File: config.mk
export PLATFORM = sky130hd
export DESIGN_NAME = mem_stage_port
export DESIGN_NICKNAME = d
export VERILOG_FILES = /design/src/rtl/mem_port_pkg.sv /design/src/rtl/mem_timeout_counter.sv /design/src/rtl/mem_stage_port.sv
export SDC_FILE = /design/constraint.sdc
export NUM_CORES = 1
export LEC_CHECK = 0
export BUFFER_PORTS_ARGS = -buffer_cell sky130_fd_sc_hd__clkbuf_2
export CORE_MARGIN = 4
export CORE_UTILIZATION = 42
export CTS_CLUSTER_SIZE = 30
export DETAILED_ROUTE_END_ITERATION = 7
export PLACE_DENSITY = 0.81
export SLEW_MARGIN = 30
export SYNTH_ARGS = -nofsm -noshare
export SYNTH_HDL_FRONTEND = slang
export SYNTH_SLANG_ARGS = --single-unit
File: constraint.sdc
create_clock -name clk -period 1.5 [get_ports clk]
set_input_delay 0.225 -clock clk [delete_from_list [all_inputs] [get_ports clk]]
set_output_delay 0.225 -clock clk [all_outputs]
set_load 0.03 [all_outputs]
File: src/rtl/mem_port_pkg.sv
// Shared types and defaults for the memory-stage data-memory port.
package mem_port_pkg;

    // Default data/address width of the core.
    localparam int N_DEFAULT       = 24;
    // Default number of REQ cycles allowed before an access is declared dead.
    localparam int TIMEOUT_DEFAULT = 16;

    // Access controller states.
    typedef enum logic [1:0] {
        IDLE = 2'd0,
        REQ  = 2'd1,
        DONE = 2'd2
    } mem_state_t;

endpackage

File: src/rtl/mem_timeout_counter.sv
// Cycle counter that flags the final REQ cycle before an access times out.
module mem_timeout_counter #(
    parameter int TIMEOUT = 16
) (
    input  logic clk,
    input  logic rst_n,
    input  logic clear,
    input  logic enable,
    output logic expired
);

    localparam int W = $clog2(TIMEOUT + 1);

    logic [W-1:0] count_q;

    // Count enabled cycles, saturating at TIMEOUT; clear wins over enable.
    always_ff @(posedge clk or negedge rst_n) begin
        if (!rst_n) begin
            count_q <= '0;
        end else if (clear) begin
            count_q <= '0;
        end else if (enable && (count_q != W'(TIMEOUT))) begin
            count_q <= count_q + W'(1);
        end
    end

    // The count reaches TIMEOUT at the end of this enabled cycle.
    assign expired = enable && (count_q == W'(TIMEOUT - 1));

endmodule

File: src/rtl/mem_stage_port.sv
// Memory-stage access controller: turns single-cycle MemReadM/MemWriteM
// intent into a req/ready transaction with a variable-latency data memory,
// stalling the pipeline until it completes or times out.
//
// Handshake: mem_req is high for every REQ cycle and mem_addr, mem_wdata and
// mem_we are held stable while it is high. A transfer completes on the first
// cycle with mem_req && mem_ready; mem_rdata is only sampled on that cycle.
// mem_ready while mem_req is low is ignored.
module mem_stage_port
    import mem_port_pkg::*;
#(
    parameter int N       = N_DEFAULT,
    parameter int TIMEOUT = TIMEOUT_DEFAULT
) (
    input  logic         clk,
    input  logic         rst_n,
    input  logic         MemReadM,
    input  logic         MemWriteM,
    input  logic [N-1:0] ALUOutM,
    input  logic [N-1:0] WriteDataM,
    output logic [N-1:0] ReadDataM,
    output logic         StallMem,
    output logic         MemFault,
    output logic         mem_req,
    output logic         mem_we,
    output logic [N-1:0] mem_addr,
    output logic [N-1:0] mem_wdata,
    input  logic         mem_ready,
    input  logic [N-1:0] mem_rdata,
    output mem_state_t   fsm_state
);

    mem_state_t   state_q;
    mem_state_t   state_d;
    logic         access;
    logic         start;
    logic         expired;
    logic         stall_raw;
    logic [N-1:0] rbuf_q;
    logic [N-1:0] addr_q;
    logic [N-1:0] wdata_q;
    logic         we_q;
    logic         fault_q;

    assign access = MemReadM | MemWriteM;
    // A new access is only accepted in IDLE; in DONE the controls still
    // belong to the instruction that just finished.
    assign start  = (state_q == IDLE) && access;

    mem_timeout_counter #(
        .TIMEOUT (TIMEOUT)
    ) u_timeout (
        .clk     (clk),
        .rst_n   (rst_n),
        .clear   (start),
        .enable  (state_q == REQ),
        .expired (expired)
    );

    // State register.
    always_ff @(posedge clk or negedge rst_n) begin
        if (!rst_n) begin
            state_q <= IDLE;
        end else begin
            state_q <= state_d;
        end
    end

    // Next-state decode and combinational stall request.
    always_comb begin
        state_d   = state_q;
        stall_raw = 1'b0;
        case (state_q)
            IDLE: begin
                if (access) begin
                    state_d   = REQ;
                    stall_raw = 1'b1;
                end
            end
            REQ: begin
                stall_raw = 1'b1;
                if (mem_ready || expired) begin
                    state_d = DONE;
                end
            end
            DONE: begin
                state_d = IDLE;
            end
            default: begin
                state_d = IDLE;
            end
        endcase
    end

    // Latch the access on acceptance; held unchanged through REQ.
    always_ff @(posedge clk or negedge rst_n) begin
        if (!rst_n) begin
            addr_q  <= '0;
            wdata_q <= '0;
            we_q    <= 1'b0;
        end else if (start) begin
            addr_q  <= ALUOutM;
            wdata_q <= WriteDataM;
            // A simultaneous read and write request is treated as a write.
            we_q    <= MemWriteM;
        end
    end

    // Read buffer: load data on completion, zero for stores and timeouts.
    always_ff @(posedge clk or negedge rst_n) begin
        if (!rst_n) begin
            rbuf_q <= '0;
        end else if (state_q == REQ) begin
            if (mem_ready) begin
                rbuf_q <= we_q ? '0 : mem_rdata;
            end else if (expired) begin
                rbuf_q <= '0;
            end
        end
    end

    // Sticky fault flag, cleared only by reset.
    always_ff @(posedge clk or negedge rst_n) begin
        if (!rst_n) begin
            fault_q <= 1'b0;
        end else if ((state_q == REQ) && !mem_ready && expired) begin
            fault_q <= 1'b1;
        end
    end

    // No stall is requested while the core is held in reset.
    assign StallMem  = rst_n && stall_raw;
    assign mem_req   = (state_q == REQ);
    assign mem_we    = we_q;
    assign mem_addr  = addr_q;
    assign mem_wdata = wdata_q;
    assign ReadDataM = rbuf_q;
    assign MemFault  = fault_q;
    assign fsm_state = state_q;

endmodule

==> summary.md, run 1 <==
| Metric | Value |
|---|---|
| Status | finished, violations left |
| Failing checks | negative setup slack |
| Total grt overflow | 0 |
| # port buffers | about 150 |
| Rel. slew slack | between 60% and 70% |
| Initial DRC count | 125 |
| Unique masters post-synth | 32 |
| Critical path peak fanout | 8 |
| RSZ-0062 raised after global routing | yes |
| Clock root cell | clkbuf_8 |
| Drt wl/cell | 16.6 um |
| Worst Tran Pin Value | around 530 ps |
| Total GRT Usage | 18.5% |
| Vias in the first global route | approximately 2800 |
| Vias | about 2700 |
| Clock skew | a little under 10 ps |
| Post-Syn Area | between 3000 and 4000 um2 |
| Top_reg_cell synth | dfrtp_1 |
| Reg clk slew, reported paths | around 80 ps |
| DR vias/cell | approximately 5.0 |
| Layout cells sized above 1 | 62.7% |
| Die Ht | slightly below 100 um |
| CP peak stage delay | about 430 ps |
| Clk sinks | between 80 and 90 |
| Fin crit period | approximately 1600 ps |
| Util after Layout | between 60% and 70% |
| Path type of the worst min-delay path | in -> reg |
| Data required, critical path | 1720 ps |
| Row count | 32 |
| Average cell area after synthesis | about 13 um2 |
| Crit path max-delay family | flip-flops |
| Post-detailed-route count of antenna-violating nets | 0 |
| Endpoints failing setup | 39 |
| Fin area | around 5000 um2 |
| Arrival time at the worst endpoint | ~1800 ps |
| Cts bufs inserted | 9 |
| Top cell type's share of synthesized area | between 60% and 70% |
| Nets | 516 |
| DRT Wirelength | 8970 um |
| Fillcell total | slightly below 600 |
| Final TNS setup | -1290 ps |
| Buf/Inv on CP | 2 |
| Synth-to-layout area growth | 49.4% |
| Clk buf depth | 2 |
| Worst-Skew Late Latency | ~340 ps |
| Largest net degree at the start of global routing | 82 |
| Max-cap violations | 0 |
| Critical path launch point type | flip-flop |
| Initial core utilization | between 40% and 50% |
| Post-synth EDFFs | 0 |
| Fin worst setup slack | -68.0 ps |
| Worst path cell trace | or2_4, nor2_4, buf_12, clkbuf_16, mux2_2 |
| Count of pins over their slew limit | 0 |
| Pre-antenna DRT Iters | 4 |
| Register area share after synthesis | slightly above 60% |
| Hold Vio Cnt, Final | 0 |
| Async set-or-reset flop fraction in the synthesized netlist | 100% |
| Cell count after synthesis | roughly 260 |
| Critical path type | reg -> reg |
| Total number of H-tree levels | 3 |
| Synth top cells by count | 81 x dfrtp_1, 39 x mux2_2, 28 x inv_1 |
| Peak Freq | between 0.6 and 0.7 GHz |
| Io pins | 155 |
| Total power | around 12 mW |
| RePlAce Congestion | roughly 0.79 |
| P per Cell Area | approximately 2500 nW/um2 |
| Initial antenna violation count | 0 |
| Syn_nets | between 300 and 400 |
| Most frequent cell after synthesis | dfrtp_1 |
| Critical-path top delay cell | dfrtp_2 |
| P_leak | 2.50 nW |
| CTS tree | yes |
| Critical path capture point type | flip-flop |
| #FFs+latches synth | 81 |
| Top cells by area, synth | dfrtp_1 61%, mux2_2 13%, nand4b_1 6.3% |
| # DRC | 0 |
| Synth warnings | 0 |
| Diodes inserted | 0 |
| DP Wirelength | just under 6000 um |
| Post-Place Cell Area | roughly 4300 um2 |
| DIE AREA | between 9000 and 10000 um2 |
| First-pass GRT wire length | between 10000 and 15000 um |
| Final worst-path cycle share | 105% |
| Post-synth top area cell | dfrtp_1 |
| Worst vdd ir | roughly 0.001 V |
| Die span in x | slightly below 100 um |
| Placeable Area | approximately 7700 um2 |
==> state kept, by name, summed over array words and instances (netlist names) <==
| signal | cells |
|---|---|
| ReadDataM | 24 |
| mem_addr | 24 |
| mem_wdata | 24 |
| u_timeout.count_q | 5 |
| fsm_state | 2 |
| MemFault | 1 |
| mem_we | 1 |
==> worst register-to-register path, stage by stage (launching register included) <==
cell and delay [ps]:
dfrtp_2 430, or2_4 260, nor2_4 120, buf_12 150, clkbuf_16 160, mux2_2 330
==> kinds of logic (layout without fill, tap and decap cells) <==
| logic type | count (synthesis) | after routing | synth area share [%] |
|---|---|---|---|
| DFF | 81 | 81 | 60.8 |
| muxes | 51 | 51 | 17.1 |
| buffers and inverters | 44 | 226 | 5.90 |
| and+or+nand+nor | 41 | 44 | 9.16 |
| AOI/OAI and AO/OA | 34 | 34 | 5.60 |
| adders and majority gates | 3 | 3 | 1.13 |
| xor gates and xnor gates | 1 | 1 | 0.263 |
==> layout by cell type, fill, tap and decap left out, types with 3 or more instances in the layout <==
cell,synthesis,layout
buf_4,3,19
mux2_2,39,23
buf_12,0,5
o21ai_1,3,11
mux2i_1,3,3
o21ai_0,25,4
inv_1,28,28
dfrtp_2,0,3
clkbuf_2,0,151
dfrtp_1,81,78
mux2_4,0,24
clkbuf_8,0,12
o21ai_2,0,13
nand2_1,3,3
nor2_1,4,3
nand4b_1,24,24
nor2_4,1,6
==> per-layer routing <==
metal | vias up | GRT usage (%) | part of all wire, %
met5 | - | 0 | 0
met3 | 13 | 4.09 | 4.9
met1 | 1359 | 22.3 | 39
li1 | 1249 | - | -
met4 | 0 | 5.51 | 1.3
met2 | 82 | 32.9 | 55
==> power by group <==
group | internal [mW] | switching [mW] | total [mW]
logic | 2.78 | 3.86 | 6.64
clock network | 1.02 | 0.770 | 1.79
registers | 3.19 | 0.620 | 3.81
total | 6.99 | 5.25 | 12.2
==> metrics by stage <==
step,setup WS (ps),instances,hold WS [ps]
final,-68.0,542,108
after CTS,-70.2,536,90.0
after global routing,-100,542,85.5
after floorplan,-88.9,255,-70.6
after detailed placement,-426,515,316
after global placement,-327,515,307
==> area by class of cell <==
cell class	instances	area (um2)	share of cell area [%]
sequential	81	2030	40.8
multi-input combinational	133	1360	27.3
timing repair buffer	182	1120	22.5
clock buffer	11	151	3.04
tap	102	128	2.56
inverter	29	111	2.24
clock inverter	4	76.3	1.53
==> final timing paths <==
| check | endpoint | start | slack (ps) | cells after the start |
|---|---|---|---|---|
| hold / removal | mem_addr[11] | ALUOutM[11] | 110 | 2 |
| min in group asynchronous | ReadDataM[18] | rst_n | 520 | 3 |
| setup / recovery | mem_addr[0] | fsm_state[0] | -70 | 5 |
| max in group asynchronous | fsm_state[0] | rst_n | 600 | 3 |
| setup reg to reg | mem_addr[0] | fsm_state[0] | -70 | 5 |
| hold reg to reg | MemFault | MemFault | 490 | 1 |
==> what timing repair did <==
| item | 4_1_cts | 5_1_grt |
|---|---|---|
| endpoints found under the hold margin | 81 | 0 |
| pin swaps | 3 | 9 |
| hold buffers | 1 | 0 |
| setup buffers | 3 | 3 |
| resized for setup | 27 | 58 |
| setup endpoints to repair | 70 | 77 |
| gates cloned | 2 | 4 |
(Power assumes the default switching activity.)
==> run 2, diff against run 1 <==
SETUP_SLACK_MARGIN = 0.4   (was unset)
==> summary.md, run 2 (synthesis gave the netlist of run 1 again) <==
| Metric | Value |
|---|---|
| Die span in x | roughly 97 um |
| Arrival time at the worst endpoint | between 1500 and 2000 ps |
| Hold_ws | 107 ps |
| DIE AREA | roughly 9400 um2 |
| Path type of the worst min-delay path | in -> reg |
| Placed Cells | slightly above 500 |
| Drt wl/cell | ~19 um |
| Total grt overflow | 0 |
| Post-Place Cell Area | approximately 4300 um2 |
| Critical path peak fanout | 19 |
| Initial core utilization | a little over two fifths |
| Total power | approximately 15 mW |
| RePlAce Congestion | 0.797 |
| Hold Vio Cnt, Final | 0 |
| Final TNS setup | -1630 ps |
| Nets | approximately 540 |
| Sw power | between 5 and 6 mW |
| P_leak | 2.83 nW |
| RSZ-0062 raised after global routing | yes |
| Vias | about 2900 |
| Critical path capture point type | flip-flop |
| Int Power | ~9 mW |
| Largest net degree at the start of global routing | about 80 |
| Endpoints failing setup | 52 |
| Fin area | between 5000 and 6000 um2 |
| Worst vdd ir | 0.00137 V |
| Reg clk slew, reported paths | around 80 ps |
| Data required, critical path | around 1700 ps |
| Clock root cell | clkbuf_8 |
| Fin worst setup slack | -52.8 ps |
| Setup WS pre-CTS | -180 ps |
| Status | finished, violations left |
| Peak Freq | ~0.64 GHz |
| Clock skew | roughly 10 ps |
| Switch share | roughly two fifths |
| Worst Tran Pin Value | between 400 and 500 ps |
| Synth-to-layout area growth | 78.6% |
| CTS tree | yes |
| Max-cap violations | 0 |
| Clk buf depth | 2 |
| Fin crit period | between 1500 and 2000 ps |
| Total number of H-tree levels | 3 |
| First-pass GRT wire length | 16700 um |
| DR vias/cell | between 5 and 6 |
| Pre-antenna DRT Iters | 4 |
| # DRC | 0 |
| Row count | 32 |
| Critical path launch point type | flip-flop |
| Layout cells sized above 1 | between 60% and 70% |
| Rel. slew slack | between 70% and 80% |
| DP Wirelength | 5650 um |
| Fillcell total | around 440 |
| Post-detailed-route count of antenna-violating nets | 0 |
| P per Cell Area | around 2500 nW/um2 |
| Placeable Area | slightly below 8000 um2 |
| Sequential share of power | 27.9% |
| Util after Layout | 77.0% |
| Failing checks | negative setup slack |
| Io pins | about 160 |
| Critical path type | reg -> reg |
| # port buffers | about 150 |
| Initial DRC count | approximately 140 |
| Initial antenna violation count | 0 |
| Commonest non-fill, non-tap cells in the layout | 78 x dfrtp_1, 77 x buf_8, 75 x clkbuf_2 |
| Finished Layout Cells | between 500 and 600 |
| Vias in the first global route | 3244 |
| Count of pins over their slew limit | 0 |
| Clk sinks | 81 |
| Final worst-path cycle share | 104% |
| Diodes inserted | 0 |
| Most common cell after layout, fill and taps aside | dfrtp_1 |
| Total GRT Usage | between 20% and 30% |
| Clk pwr share | 11.6% |
| Cts bufs inserted | 9 |
| Comb pwr share | roughly 60% |
| Die Ht | around 97 um |
| Worst-Skew Late Latency | approximately 350 ps |
| DRT Wirelength | 10700 um |
==> run 2: power groups by stage <==
stage	Sequential, mW	Clock, mW	Combinational, mW
after floorplan	5.67	0	2.06
after global placement	3.76	0	5.47
after detailed placement	3.80	0	5.59
after CTS	3.87	1.76	7.79
after global routing	4.27	1.89	9.42
final	4.16	1.73	9.01
==> run 2: worst paths after layout <==
kind	start	to	slack, ps	cells after the start
min in group asynchronous	rst_n	ReadDataM[19]	540	3
min	WriteDataM[13]	mem_wdata[13]	110	2
min reg2reg	mem_wdata[13]	mem_wdata[13]	550	1
max reg2reg	fsm_state[1]	mem_addr[6]	-50	4
max in group asynchronous	rst_n	fsm_state[1]	600	3
max	fsm_state[1]	mem_addr[6]	-50	4
==> run 2: layout make-up <==
class / count / area (um2) / area share, %
repair buffers: 210 / 2090 / 35.2
flip-flops and latches: 81 / 2030 / 34.1
multi-input cells: 131 / 1370 / 23.1
clock buffers: 10 / 128 / 2.15
well taps: 102 / 128 / 2.15
inverters: 29 / 116 / 1.96
clock inverters: 6 / 82.6 / 1.39
==> run 2: layer usage <==
layer | share of wire [%] | vias up | wire length [um] | GRT usage [%]
met5 | 0 | - | 0 | 0
met4 | 3.8 | 0 | 407 | 10.4
met3 | 7.4 | 34 | 785 | 5.67
met2 | 52 | 151 | 5550 | 37.1
met1 | 37 | 1444 | 3920 | 26.6
li1 | - | 1300 | - | -
==> run 2: what timing repair did <==
item,CTS,global route
gates cloned,1,1
buffers inserted,19,20
gates resized for setup,196,104
endpoints found under the setup margin,158,159
endpoints found under the hold margin,81,0
pin swaps,6,6
hold buffers,1,0
==> run 2: critical path, stage by stage, from the launching register on <==
cell       delay, ps
dfrtp_2          420
or2_4            280
nor2_4           170
clkbuf_16        230
mux2_2           350
==> run 3, diff against run 2 <==
CORE_ASPECT_RATIO = 0.8   (was unset)
==> summary.md, run 3 (synthesis gave the netlist of run 1 again) <==
| Metric | Value |
|---|---|
| RR Endpoint | mem_wdata[12] |
| Critical path capture point type | flip-flop |
| Vias | just under 3000 |
| Synth-to-layout area growth | 86.6% |
| Status | finished, violations left |
| Hold_ws | ~100 ps |
| Rel. slew slack | 70.4% |
| Diodes inserted | 0 |
| Total number of H-tree levels | 3 |
| # port buffers | ~150 |
| First-pass GRT wire length | 15900 um |
| # DRC | 0 |
| Largest net degree at the start of global routing | 82 |
| Cts bufs inserted | 9 |
| Placeable Area | 7570 um2 |
| Peak Freq | 0.637 GHz |
| Clk buf depth | 2 |
| Worst vdd ir | 0.00150 V |
| Drt wl/cell | slightly below 20 um |
| Clock skew | ~15 ps |
| Final TNS setup | -1860 ps |
| Layout cells sized above 1 | around two thirds |
| Hold Crit Endpoint | mem_wdata[0] |
| RePlAce Congestion | between 0.7 and 0.8 |
| Initial antenna violation count | 0 |
| Clock root cell | clkbuf_8 |
| Failing checks | negative setup slack |
| Final worst-path cycle share | 105% |
| CTS tree | yes |
| Critical path peak fanout | 6 |
| Most common cell after layout, fill and taps aside | dfrtp_1 |
| Arrival time at the worst endpoint | about 1800 ps |
| Vias in the first global route | about 3100 |
| RSZ-0062 raised after global routing | yes |
| P_leak | 3.04 nW |
| Path type of the worst min-delay path | in -> reg |
| Hold Vio Cnt, Final | 0 |
| Commonest non-fill, non-tap cells in the layout | 78 x dfrtp_1, 77 x buf_8, 75 x clkbuf_2 |
| Data required, critical path | around 1700 ps |
| Row count | 28 |
| DRT Wirelength | 11300 um |
| Fin worst setup slack | -70.5 ps |
| Worst R2R Setup Slack | -70 ps |
| Fillcell total | around 420 |
| Count of pins over their slew limit | 0 |
| P per Cell Area | approximately 2600 nW/um2 |
| Critical path type | reg -> reg |
| DR vias/cell | between 5 and 6 |
| Endpoints failing setup | between 60 and 70 |
| Die span in x | ~110 um |
| Post-detailed-route count of antenna-violating nets | 0 |
| Post-Place Cell Area | around 4400 um2 |
| Fin crit period | between 1500 and 2000 ps |
| Reg clk slew, reported paths | approximately 80 ps |
| Reg2reg path depth | 5 |
| Total GRT Usage | between 20% and 30% |
| Pre-antenna DRT Iters | 4 |
| DIE AREA | roughly 9400 um2 |
| Nets | 552 |
| Initial core utilization | ~44% |
| Critical path launch point type | flip-flop |
| Worst-Skew Late Latency | between 300 and 400 ps |
| Hold_sp | WriteDataM[0] |
| R2R Path Start | fsm_state[0] |
| Clk sinks | 81 |
| Max-cap violations | 0 |
| Die Ht | slightly below 90 um |
| Total grt overflow | 0 |
| Fin area | around 6200 um2 |
| Hold Crit Depth | 2 |
| Io pins | about 160 |
| Worst Tran Pin Value | about 440 ps |
| Initial DRC count | 119 |
| DP Wirelength | 5630 um |
==> run 3: cell types whose count changed in the layout (fill, tap and decap cells not counted), moves of 2 or more <==
cell	before	now
mux2_4	10	41
mux2_2	29	7
buf_4	38	48
mux2_1	9	0
buf_6	13	9
buf_16	0	3
o21ai_2	22	25
o21ai_4	3	0
clkbuf_16	1	3
clkinv_2	3	1
nor2_4	5	3
==> run 3: layout make-up <==
class                           count  area [um2]  area share, %
Inverter                           29         111           1.79
Clock inverter                      5         104           1.67
Sequential cell                    81        2030           32.7
Clock buffer                       11         131           2.11
Timing Repair Buffer              221        2260           36.4
Multi-Input combinational cell    130        1450           23.3
Tap cell                          105         131           2.11
==> run 3: routing by layer <==
| metal | part of all wire [%] | track usage (%) | vias up |
|---|---|---|---|
| met2 | 53 | 39.8 | 152 |
| met3 | 6.6 | 6.41 | 22 |
| met4 | 1.8 | 7.45 | 0 |
| met5 | 0 | 0 | - |
| li1 | - | - | 1319 |
| met1 | 39 | 24.7 | 1460 |
==> run 3: worst max path at each step <==
stage                             from       endpoint  slack [ps]  cells after the start
after floorplan           fsm_state[1]  mem_wdata[10]         -90                      5
after global placement    fsm_state[1]    mem_addr[4]           4                      4
after detailed placement  fsm_state[1]   mem_addr[12]         -40                      4
after CTS                 fsm_state[1]        mem_req         -60                      5
after global routing      fsm_state[1]        mem_req        -110                      5
final                     fsm_state[0]  mem_wdata[12]         -70                      5
==> run 3: critical path, stage by stage (launching register included) <==
cell	delay, ps
dfrtp_2	430
or2_4	270
nor2_4	110
buf_12	160
clkbuf_16	170
mux2_4	310
==> run 3: per-stage QoR <==
stage	total power, mW	cells	worst slack (ps)	utilization (%)
6_report	15.9	582	-70.5	82.1
3_5_place_dp	9.47	514	-36.4	57.7
5_1_grt	16.6	582	-113	82.1
3_3_place_gp	9.27	514	4.25	57.7
4_1_cts	14.1	553	-55.1	75.7
2_1_floorplan	7.73	255	-88.9	-
==> run 3: power by group <==
group	internal [mW]	leakage, nW	switching, mW	total [mW]
Sequential	3.20	0.989	1.01	4.21
Combinational	5.48	1.93	4.34	9.83
Clock	1.11	0.118	0.799	1.91
==> run 3: what timing repair did <==
| item | CTS | global route |
|---|---|---|
| setup endpoints to repair | 158 | 159 |
| endpoints found under the hold margin | 81 | 0 |
| pin swaps | 5 | 3 |
| gates resized for setup | 210 | 111 |
| gates cloned | 3 | 3 |
| setup buffers | 19 | 26 |
| hold buffers | 1 | 0 |
